<file path="config.mk">
export PLATFORM = sky130hd
export DESIGN_NAME = cmp_shift_harness
export DESIGN_NICKNAME = d
export VERILOG_FILES = /design/src/rtl/cmp_shift_harness.sv
export SDC_FILE = /design/constraint.sdc
export NUM_CORES = 1
export LEC_CHECK = 0
export ABC_AREA = 1
export ABC_CLOCK_PERIOD_IN_PS = 31300
export CORE_UTILIZATION = 32
export DETAILED_ROUTE_END_ITERATION = 10
export GPL_ROUTABILITY_DRIVEN = 0
export GPL_TIMING_DRIVEN = 0
export HOLD_SLACK_MARGIN = 0.03
export MAX_ROUTING_LAYER = met4
export PLACE_DENSITY = 0.55
export SYNTH_ARGS = -nofsm -noshare
export SYNTH_HDL_FRONTEND = slang
export SYNTH_SLANG_ARGS = --single-unit
</file>
<file path="constraint.sdc">
create_clock -name clk -period 31.3 [get_ports clk]
set_input_delay 6.26 -clock clk [delete_from_list [all_inputs] [get_ports clk]]
set_output_delay 6.26 -clock clk [all_outputs]
set_load 0.03 [all_outputs]
</file>
<file path="src/rtl/cmp_shift_harness.sv">
// cmp_shift_harness: serial-load operand shifter, settle/capture and bit-serial result readout for compressor trees.
// Optional running signature output enabled by CMP_HARNESS_SIG_EN.
module cmp_shift_harness #(
  parameter int N_SRC  = 16,
  parameter int SRC_W  = 16,
  parameter int N_DST  = 20,
  parameter int SETTLE = 2
) (
  input  logic                   clk,
  input  logic                   rst,
  input  logic                   shift_en,
  input  logic [N_SRC-1:0]       src_in,
  output logic [N_SRC*SRC_W-1:0] src_bus,
  input  logic [N_DST-1:0]       dst_bus,
  output logic                   fill_done,
  output logic                   cap_valid,
  output logic [N_DST-1:0]       cap_data,
  output logic                   dout,
  output logic                   dout_valid,
  input  logic                   dout_ready,
  output logic                   busy
`ifdef CMP_HARNESS_SIG_EN
  ,output logic [N_DST-1:0]      sig
`endif
);
  // One counter serves fill, settle and drain phases; sized for the longest.
  localparam int MAX_A = SRC_W > SETTLE ? SRC_W : SETTLE;
  localparam int MAXC  = MAX_A > N_DST ? MAX_A : N_DST;
  localparam int CW    = $clog2(MAXC + 1);
  typedef enum logic [1:0] {S_FILL, S_SETTLE, S_DRAIN} state_t;
  state_t                   state_q, state_d;
  logic [CW-1:0]            cnt_q, cnt_d;
  logic [N_SRC*SRC_W-1:0]   src_q, src_d;
  logic [N_DST-1:0]         cap_q, cap_d;
  logic                     cap_valid_q, cap_valid_d;
  logic [N_DST-1:0]         cap_sh;
  always_comb begin
    state_d     = state_q;
    cnt_d       = cnt_q;
    src_d       = src_q;
    cap_d       = cap_q;
    cap_valid_d = 1'b0;
    case (state_q)
      S_FILL: if (shift_en) begin
        for (int k = 0; k < N_SRC; k++)
          src_d[k*SRC_W +: SRC_W] = {src_q[k*SRC_W +: SRC_W-1], src_in[k]};
        cnt_d   = cnt_q == CW'(SRC_W - 1) ? '0 : cnt_q + 1'b1;
        state_d = cnt_q == CW'(SRC_W - 1) ? S_SETTLE : S_FILL;
      end
      S_SETTLE: begin
        cnt_d       = cnt_q == CW'(SETTLE - 1) ? '0 : cnt_q + 1'b1;
        state_d     = cnt_q == CW'(SETTLE - 1) ? S_DRAIN : S_SETTLE;
        cap_d       = cnt_q == CW'(SETTLE - 1) ? dst_bus : cap_q;
        cap_valid_d = cnt_q == CW'(SETTLE - 1);
      end
      S_DRAIN: if (dout_ready) begin
        cnt_d   = cnt_q == CW'(N_DST - 1) ? '0 : cnt_q + 1'b1;
        state_d = cnt_q == CW'(N_DST - 1) ? S_FILL : S_DRAIN;
      end
      default: state_d = S_FILL;
    endcase
  end
  always_ff @(posedge clk or posedge rst) begin
    if (rst) begin
      state_q     <= S_FILL;
      cnt_q       <= '0;
      src_q       <= '0;
      cap_q       <= '0;
      cap_valid_q <= 1'b0;
    end else begin
      state_q     <= state_d;
      cnt_q       <= cnt_d;
      src_q       <= src_d;
      cap_q       <= cap_d;
      cap_valid_q <= cap_valid_d;
    end
  end
`ifdef CMP_HARNESS_SIG_EN
  logic [N_DST-1:0] sig_q;
  always_ff @(posedge clk or posedge rst) begin
    if (rst) sig_q <= '0;
    else if (cap_valid_d) sig_q <= {sig_q[N_DST-2:0], sig_q[N_DST-1]} ^ dst_bus;
  end
  assign sig = sig_q;
`endif
  // Shift instead of a variable bit-select keeps the index width-agnostic.
  assign cap_sh     = cap_q >> cnt_q;
  assign src_bus    = src_q;
  assign cap_data   = cap_q;
  assign cap_valid  = cap_valid_q;
  assign fill_done  = state_q == S_SETTLE;
  assign dout_valid = state_q == S_DRAIN;
  assign dout       = state_q == S_DRAIN ? cap_sh[0] : 1'b0;
  assign busy       = state_q != S_FILL;
endmodule

</file>
== Word level (Yosys, flattened, before mapping) ==
Index checks and enable logic that the tools add are counted.

* Bits in registers: 284
* Input port bits: 40
* Output and inout port bits: 281
* Word-level logic and storage cells: 35

* $add $sub $neg: 1
* Equal/unequal tests: 7
* Shift operators: 1
* Multiplexer cells: 14
* Reduce and logical (&&, ||, !) cells: 7

{| class="wikitable"
|+ Operator list
! operator !! number
|-
| $mux W5 || 5
|-
| $shr A20 B5 Y1 || 1
|-
| $pmux W5 S3 || 1
|-
| $mux W2 || 4
|-
| $pmux W2 S3 || 1
|-
| $reduce_and A2 Y1 || 3
|-
| $add A5 B1 Y5 const B || 1
|-
| $eq A5 B1 Y1 const B || 1
|-
| $eq A5 B4 Y1 const B || 1
|-
| $eq A5 B5 Y1 const B || 1
|-
| $mux W1 || 3
|-
| $reduce_and A3 Y1 || 1
|-
| $reduce_bool A3 Y1 || 1
|-
| $eq A2 B1 Y1 const B || 1
|-
| $eq A2 B2 Y1 const B || 1
|-
| $logic_not A2 Y1 || 1
|-
| $ne A2 B1 Y1 const B || 1
|-
| $ne A2 B2 Y1 const B || 1
|-
| $reduce_bool A2 Y1 || 1
|}

== Longest topological paths before layout ==
Gate-level depths: netlist (run 1).

* Word-level depth: 4
* Depth in mapped cells: 9
* Depth with buffers taken out: 9

== Worst setup path before layout (run 1) ==
OpenSTA, ideal clock, no wires.

* Path type: reg-to-output
* Start: register cnt_q[0]
* End: output port dout
* Arrival: 1.440 ns
* Data required time: 25.040 ns
* Setup slack: 23.600 ns
* Stages on the path, launching flop included: 9
* Path buffers: 1
* Cell sequence: dfrtp_1 -> inv_1 -> buf_6 -> nand2_1 -> a21oi_1 -> nor2_1 -> nand2_1 -> nand3_1 -> a21oi_1

* Word-level cells in the longest chain between the ends: 2

{| class="wikitable"
|+ RTL lines
! element !! line !! text
|-
| from (decl) || 32 || <nowiki>logic [CW-1:0] cnt_q, cnt_d;</nowiki>
|-
| from (signal assigned) || 72 || <nowiki>cnt_q <= cnt_d;</nowiki>
|-
| $shr A20 B5 Y1 || 87 || <nowiki>assign cap_sh = cap_q >> cnt_q;</nowiki>
|-
| $mux W1 || 93 || <nowiki>assign dout = state_q == S_DRAIN ? cap_sh[0] : 1'b0;</nowiki>
|-
| to (decl) || 18 || <nowiki>output logic dout,</nowiki>
|}

Every way passes these cells.

== Worst setup path in the final report (run 1) ==
Same ends and word-level chain as after synthesis.

==> impl_metrics.csv, run 1 <==
group,metric,value,unit
die,initial_core_util,32.77,%
sta,share_of_the_clock_period_used_by_the_worst_path_after_layout,27.74,%
global_route,grt-ovfl-total,0,
critical_path,crit_family,"buffers and inverters",
cts,cts_root_buf,"clkbuf_16",
cts,cts_inserted_buffers,34,
global_route,grt_pass1_vias,9262,
synth,post_synth_inst_count,1145,
cts,clk-insertion-delay-late,0.50,ns
cts,cts_resized,0,
place,numPlacedInstances,1915,
sta,timing.final.setup_violations,0,
global_route,groute.layer.met3.usage,5.085,%
synth,synthTopCellsByArea,"dfrtp_1 64%, nand2_1 6.6%, o21ai_0 6.0%",
die,std_cell_rows,67,
sta,worst_pin_slew,0.5762,ns
place,dp.final_hpwl,22600,um
synth,post_synthesis_cell_area,0.01110,mm2
route,antenna_violation_net_count_after_detailed_routing,0,
worst_hold_path,hold-path-cell-count,2,
synth,yosys_warn_count,0,
run_status,run_status,"finished clean",
sta,grt_setup_unrepaired,"no",
critical_path,depth_of_the_most_critical_reg_to_reg_path,6,
cts,longest_clk_path_bufs,3,
global_route,globalRouteTotalUtil,18.93,%
route,wl_per_cell,16.38,um
pwr,internal_power,1218,uW
final_layout,layout.cells.non_filler,1974,
critical_path,regToRegStartpoint,"state_q[0]",
cts,cts-htree-levels,2,
sta,maxSlewViolCount,0,
final_layout,fin_util,47.40,%
synth,synthesized_netlist_net_count,1192,
critical_path,critical_path.max_fanout,10,
critical_path,crit_path_cell_trace,"inv_1 -> buf_6 -> nand2_1 -> a21oi_1 -> nor2_1 -> nand2_1 -> nand3_1 -> a21oi_1 -> clkdlybuf4s50_1",
synth,synthDominantCellAreaShare,64.04,%
final_layout,fin_nets,1550,
run,cap_violations,0,
pwr,vdd.ir_drop.worst,0.06990,mV
critical_path,critPathRequiredTime,25.04,ns
critical_path,crit_path_start,"cnt_q[0]",
synth,ys_async_sr_fraction,100.0,%
cts,cts-hold-fix-buffers,0,
route,drc,0,
global_route,grt_antenna_before_repair,1,
synth,synth_cell_type_count,25,
cts,clkSinkCount,284,
global_route,wire_length_of_the_first_global_routing_pass,51700,um
synth,synth.ff_latch_count,284,
global_route,grt_max_degree,110,
critical_path,crit_path_end_kind,"output port",
sta,final-hold-violation-count,0,
synth,synth_seq_area_share,64.04,%
pwr,power.switching,962.4,uW
synth,synth_edf_count,0,
die,core,0.03387,mm2
sta,period_minus_slack,8.681,ns
critical_path,worst_ep_arrival_time,2.42,ns
sta,clock.fmax,0.1152,GHz
critical_path,crit_path_start_kind,"flop",
die,design.die.area,0.03543,mm2
pwr,cellLeakagePower,0.007498,uW
critical_path,reg2reg_setup_slack,29.41,ns
place,dp_slack,23.03,ns
cts,clock_tree_from_tritoncts,"yes",
route,detail_route.wirelength,32340,um
synth,most_used_flip_flop_cell_after_synthesis,"dfrtp_1",
synth,post_synth.cell_area_avg,9.693,um2
final_layout,final_layout_size_suffix_gt1_share,8.066,%
sta,setup_total_negative_slack,0,ns
place,port_buffers,320,
critical_path,critical_path_depth,9,
critical_path,critPathMaxStageDelay,0.70,ns
die,pin_count,321,
synth,synth_largest_area_cell,"dfrtp_1",
worst_hold_path,min-delay-start,"src_bus[175]",
global_route,grt.met2_usage,29.32,%
critical_path,critical-path-slowest-cell,"clkdlybuf4s50_1",
pwr,portion_of_total_power_attributed_to_sequential_cells,31.1,%
route,detailroute.via_count,9048,
route,drt_pass1_iterations,7,
worst_hold_path,worstHoldPathType,"flop to flop",
global_route,grt_util_met1,24.73,%
critical_path,worstSetupPathType,"flop to output port",
die,die_height,188.2,um
cts,clkTransAtPathRegs,0.06,ns
global_route,grt.busiest_layer,"met2",
die,die-width,188.2,um
sta,post_layout_worst_setup_margin,22.62,ns
synth,synth_commonest_cells,"284 x dfrtp_1, 195 x nand2_1, 151 x inv_1",
sta,clock-skew-final,0.008213,ns
pwr,sw_frac_of_total,44.15,%
pwr,pwr-share-comb,50.9,%
cts,post-cts-setup-buffers,0,
route,avgViaCountPerCell,4.584,
final_layout,area_growth_syn_to_layout,44.64,%
synth,synthMostInstantiatedCell,"dfrtp_1",
pwr,cellPowerDensity,135.8,mW/mm2
sta,slew_headroom,61.59,%
route,detailedRoute.firstIterationViolations,477,
critical_path,path_buf_inv,3,
pwr,clockPowerShare,18.0,%
metrics by stage:
| step | total power (uW) | hold slack, ns | area, um2 |
|---|---|---|---|
| CTS | 2208 | 0.4881 | 16050 |
| detailed placement | 1802 | 0.4734 | 14920 |
| global placement | 1792 | 0.4641 | 14860 |
| global route | 2311 | 0.5156 | 16050 |
| finish | 2180 | 0.4866 | 16050 |
| floorplan | 1295 | 0.5514 | 11100 |
path summary, 6_finish.rpt:
check	to
min in group asynchronous	src_bus[196]
worst min-delay path	src_bus[175]
worst max-delay path	dout
worst min register to register	src_bus[175]
worst max register to register	src_bus[94]
max in group asynchronous	src_bus[57]
sequential cells by signal, summed over array words and instances (netlist names):
| register | flops |
|---|---|
| src_bus | 256 |
| cnt_q | 5 |
| state_q | 2 |
| cap_valid | 1 |
| cap_data | 20 |
worst reg2reg max path: stages (launching register included):
cell      delay, ns
dfrtp_1        0.38
inv_1          0.08
ha_1           0.22
nand2_1        0.11
buf_2          0.34
clkbuf_1       0.47
o21ai_0        0.15
logic make-up after synthesis:
group / count (synthesis) / share of synthesized area [%]
compound gates: 280 / 13.06
xor+xnor: 1 / 0.07893
fa+ha+maj: 7 / 0.7891
buf+inv: 217 / 9.087
flops: 284 / 64.04
mux: 4 / 0.5412
simple gates: 352 / 12.41
power by group through the flow:
| stage | combinational, uW | clock (uW) | sequential, uW |
|---|---|---|---|
| after floorplan | 281 | 0 | 1010 |
| after global placement | 1110 | 0 | 681 |
| after detailed placement | 1120 | 0 | 683 |
| after CTS | 1120 | 405 | 680 |
| after global routing | 1190 | 420 | 704 |
| final | 1110 | 393 | 678 |
per-layer routing:
layer	wire, um	up-vias	share of wire (%)
li1	-	4343	-
met1	14410	4396	45
met2	15070	270	47
met3	2318	39	7.2
met4	539	0	1.7
met5	0	-	0
placed cells by master, fill, tap and decap left out, types with 2 or more instances in the layout:
cell,instances
a21oi_1,131
clkbuf_1,23
mux2_4,4
clkbuf_8,8
buf_2,27
inv_1,150
clkdlybuf4s50_1,320
inv_2,2
buf_6,19
nand3_1,14
dfrtp_1,284
o21ai_2,11
buf_16,2
nor2_2,2
o21ai_0,134
nor2_1,137
nand2_1,195
ha_1,7
clkbuf_16,37
o22ai_1,3
final cells by class:
type,instances,area (um2)
Fill cell,3266,17810
Sequential cell,284,7107
Timing Repair Buffer,322,3258
Multi-Input combinational cell,644,2983
Clock buffer,53,1066
Inverter,154,588.1
Tap cell,448,560.5
Buffer,63,427.9
Clock inverter,5,60.06
Antenna cell,1,2.502
No activity file was read; power rests on OpenSTA's default activity.
==> inputs of run 2 (changes only) <==
--- a/config.mk
+++ b/config.mk
@@ -6,7 +6,7 @@
 export NUM_CORES = 1
 export LEC_CHECK = 0
 export ABC_AREA = 1
-export ABC_CLOCK_PERIOD_IN_PS = 31300
+export ABC_CLOCK_PERIOD_IN_PS = 8370
 export CORE_UTILIZATION = 32
 export DETAILED_ROUTE_END_ITERATION = 10
 export GPL_ROUTABILITY_DRIVEN = 0
==> constraint.sdc (replaced) <==
create_clock -name clk -period 8.37 [get_ports clk]
set_input_delay 1.674 -clock clk [delete_from_list [all_inputs] [get_ports clk]]
set_output_delay 1.674 -clock clk [all_outputs]
set_load 0.03 [all_outputs]
==> run 2 against run 1 <==
  * Global-route usage is 0.087 points lower
  * Non-clock buffer count rose by 5
  * Via count is 0.59% lower
  * Design area decreased by 0.26%
  * Sequential share of layout area increased by 0.11 points
  * Combinational power grew to 3.7 times the previous value
  * Register-to-register slack got worse by 23 ns
  * Clock skew barely moved
==> impl_metrics.csv, run 2 (synthesis gave the netlist of run 1 again) <==
group,metric,value,unit
sta,grt_setup_unrepaired,"no",
run_status,run_status,"finished clean",
sta,final-hold-violation-count,0,
die,pin_count,321,
final_layout,layout.cells.non_filler,1976,
critical_path,crit_path_end_kind,"output port",
route,top_layer,"met4",
global_route,wire_length_of_the_first_global_routing_pass,51620,um
critical_path,worstSetupPathType,"flop to output port",
critical_path,critical_path.max_fanout,10,
cts,cts_root_buf,"clkbuf_16",
worst_hold_path,worstHoldPathType,"flop to flop",
sta,timing.final.setup_violations,0,
critical_path,path_buf_inv,3,
place,dp.final_hpwl,22990,um
cts,post-cts-setup-buffers,0,
sta,period_minus_slack,4.179,ns
sta,slew_headroom,43.65,%
cts,longest_clk_path_bufs,3,
critical_path,worst_ep_arrival_time,2.51,ns
sta,maxSlewViolCount,0,
global_route,grt_antenna_before_repair,1,
route,drt_pass1_iterations,4,
sta,setup_total_negative_slack,0,ns
critical_path,crit_family,"buffers and inverters",
global_route,globalRouteTotalUtil,18.84,%
sta,clock.fmax,0.2393,GHz
route,route.met2.wl,14740,um
critical_path,crit_path_cell_trace,"inv_1 -> buf_6 -> nand2_1 -> a21oi_1 -> nor2_1 -> nand2_1 -> nand3_1 -> a21oi_1 -> clkdlybuf4s50_1",
pwr,cellLeakagePower,0.007481,uW
cts,clock_tree_from_tritoncts,"yes",
sta,whs,0.4812,ns
critical_path,critPathMaxStageDelay,0.70,ns
route,drc,0,
cts,clkTransAtPathRegs,0.06,ns
cts,cts-hold-fix-buffers,0,
final_layout,fin_nets,1552,
pwr,vdd.ir_drop.worst,0.2239,mV
cts,clk-insertion-delay-late,0.55,ns
route,met3RoutedLength,2204,um
sta,worst_pin_slew,0.8434,ns
final_layout,number_of_flip_flops_under_the_largest_register_name,256,
critical_path,crit_path_start_kind,"flop",
die,design.die.area,0.03543,mm2
die,initial_core_util,32.77,%
cts,cts-htree-levels,1,
final_layout,fin_util,47.28,%
critical_path,critPathRequiredTime,6.70,ns
place,numPlacedInstances,1920,
final_layout,final_layout_size_suffix_gt1_share,8.120,%
cts,cts_resized,0,
global_route,grt_max_degree,43,
route,wl_per_cell,16.40,um
cts,clkSinkCount,284,
pwr,total_power,8040,uW
final_layout,area_growth_syn_to_layout,44.27,%
die,die-width,188.2,um
route,antenna_violation_net_count_after_detailed_routing,0,
critical_path,reg2reg_setup_slack,6.41,ns
die,core,0.03387,mm2
route,detailroute.via_count,8995,
final_layout,final_common_cell,"clkdlybuf4s50_1",
route,avgViaCountPerCell,4.552,
route,wl_met1,14650,um
sta,clock-skew-final,0.008220,ns
global_route,grt_pass1_vias,9146,
route,detailedRoute.firstIterationViolations,479,
sta,share_of_the_clock_period_used_by_the_worst_path_after_layout,49.93,%
critical_path,critical-path-slowest-cell,"clkdlybuf4s50_1",
global_route,grt-ovfl-total,0,
die,die_height,188.2,um
final_layout,commonest_cells_after_routing_fill_and_taps_aside,"320 x clkdlybuf4s50_1, 284 x dfrtp_1, 195 x nand2_1, 150 x inv_1, 137 x nor2_1",
place,port_buffers,320,
pwr,cellPowerDensity,502.1,mW/mm2
die,std_cell_rows,67,
route,detail_route.wirelength,32400,um
run,cap_violations,0,
cts,cts_inserted_buffers,31,
==> run 2: path summary, 6_finish.rpt <==
| path | end | depth (start not counted) | from |
|---|---|---|---|
| worst max-delay path | dout | 9 | cnt_q[0] |
| worst min-delay path | src_bus[47] | 2 | src_bus[47] |
| worst max register to register | src_bus[217] | 6 | state_q[0] |
| worst min register to register | src_bus[47] | 2 | src_bus[47] |
| max in group asynchronous | src_bus[248] | 5 | rst |
| min in group asynchronous | src_bus[206] | 2 | rst |
==> run 2: layout make-up <==
| type | instances | area (um2) |
|---|---|---|
| Inverter | 154 | 584.3 |
| Multi-Input combinational cell | 644 | 2983 |
| Clock buffer | 45 | 878.3 |
| Timing Repair Buffer | 327 | 3343 |
| Clock inverter | 10 | 125.1 |
| Fill cell | 3244 | 17860 |
| Tap cell | 448 | 560.5 |
| Sequential cell | 284 | 7107 |
| Buffer | 63 | 427.9 |
| Antenna cell | 1 | 2.502 |
==> run 2: layer usage <==
layer | track usage, % | up-vias
met1 | 25.38 | 4375
li1 | - | 4331
met2 | 28.64 | 240
met4 | 4.534 | 0
met3 | 4.451 | 49
met5 | - | -
==> run 2: where the power goes <==
group / internal [uW] / switching [uW]
clock: 813 / 547
combinational: 1600 / 2550
sequential: 2060 / 479
total: 4460 / 3580
==> run 2: per-stage QoR <==
stage,worst slack (ns),instance area [um2]
after detailed placement,4.747,15010
after global placement,0.6875,14870
after CTS,4.132,16010
final,4.191,16010
after floorplan,2.933,11100
after global routing,3.970,16010
==> run 2: tightest hold or removal path, stage by stage (launching register included) <==
cell	delay, ns
dfrtp_1	0.34
nand2_1	0.05
o21ai_0	0.05
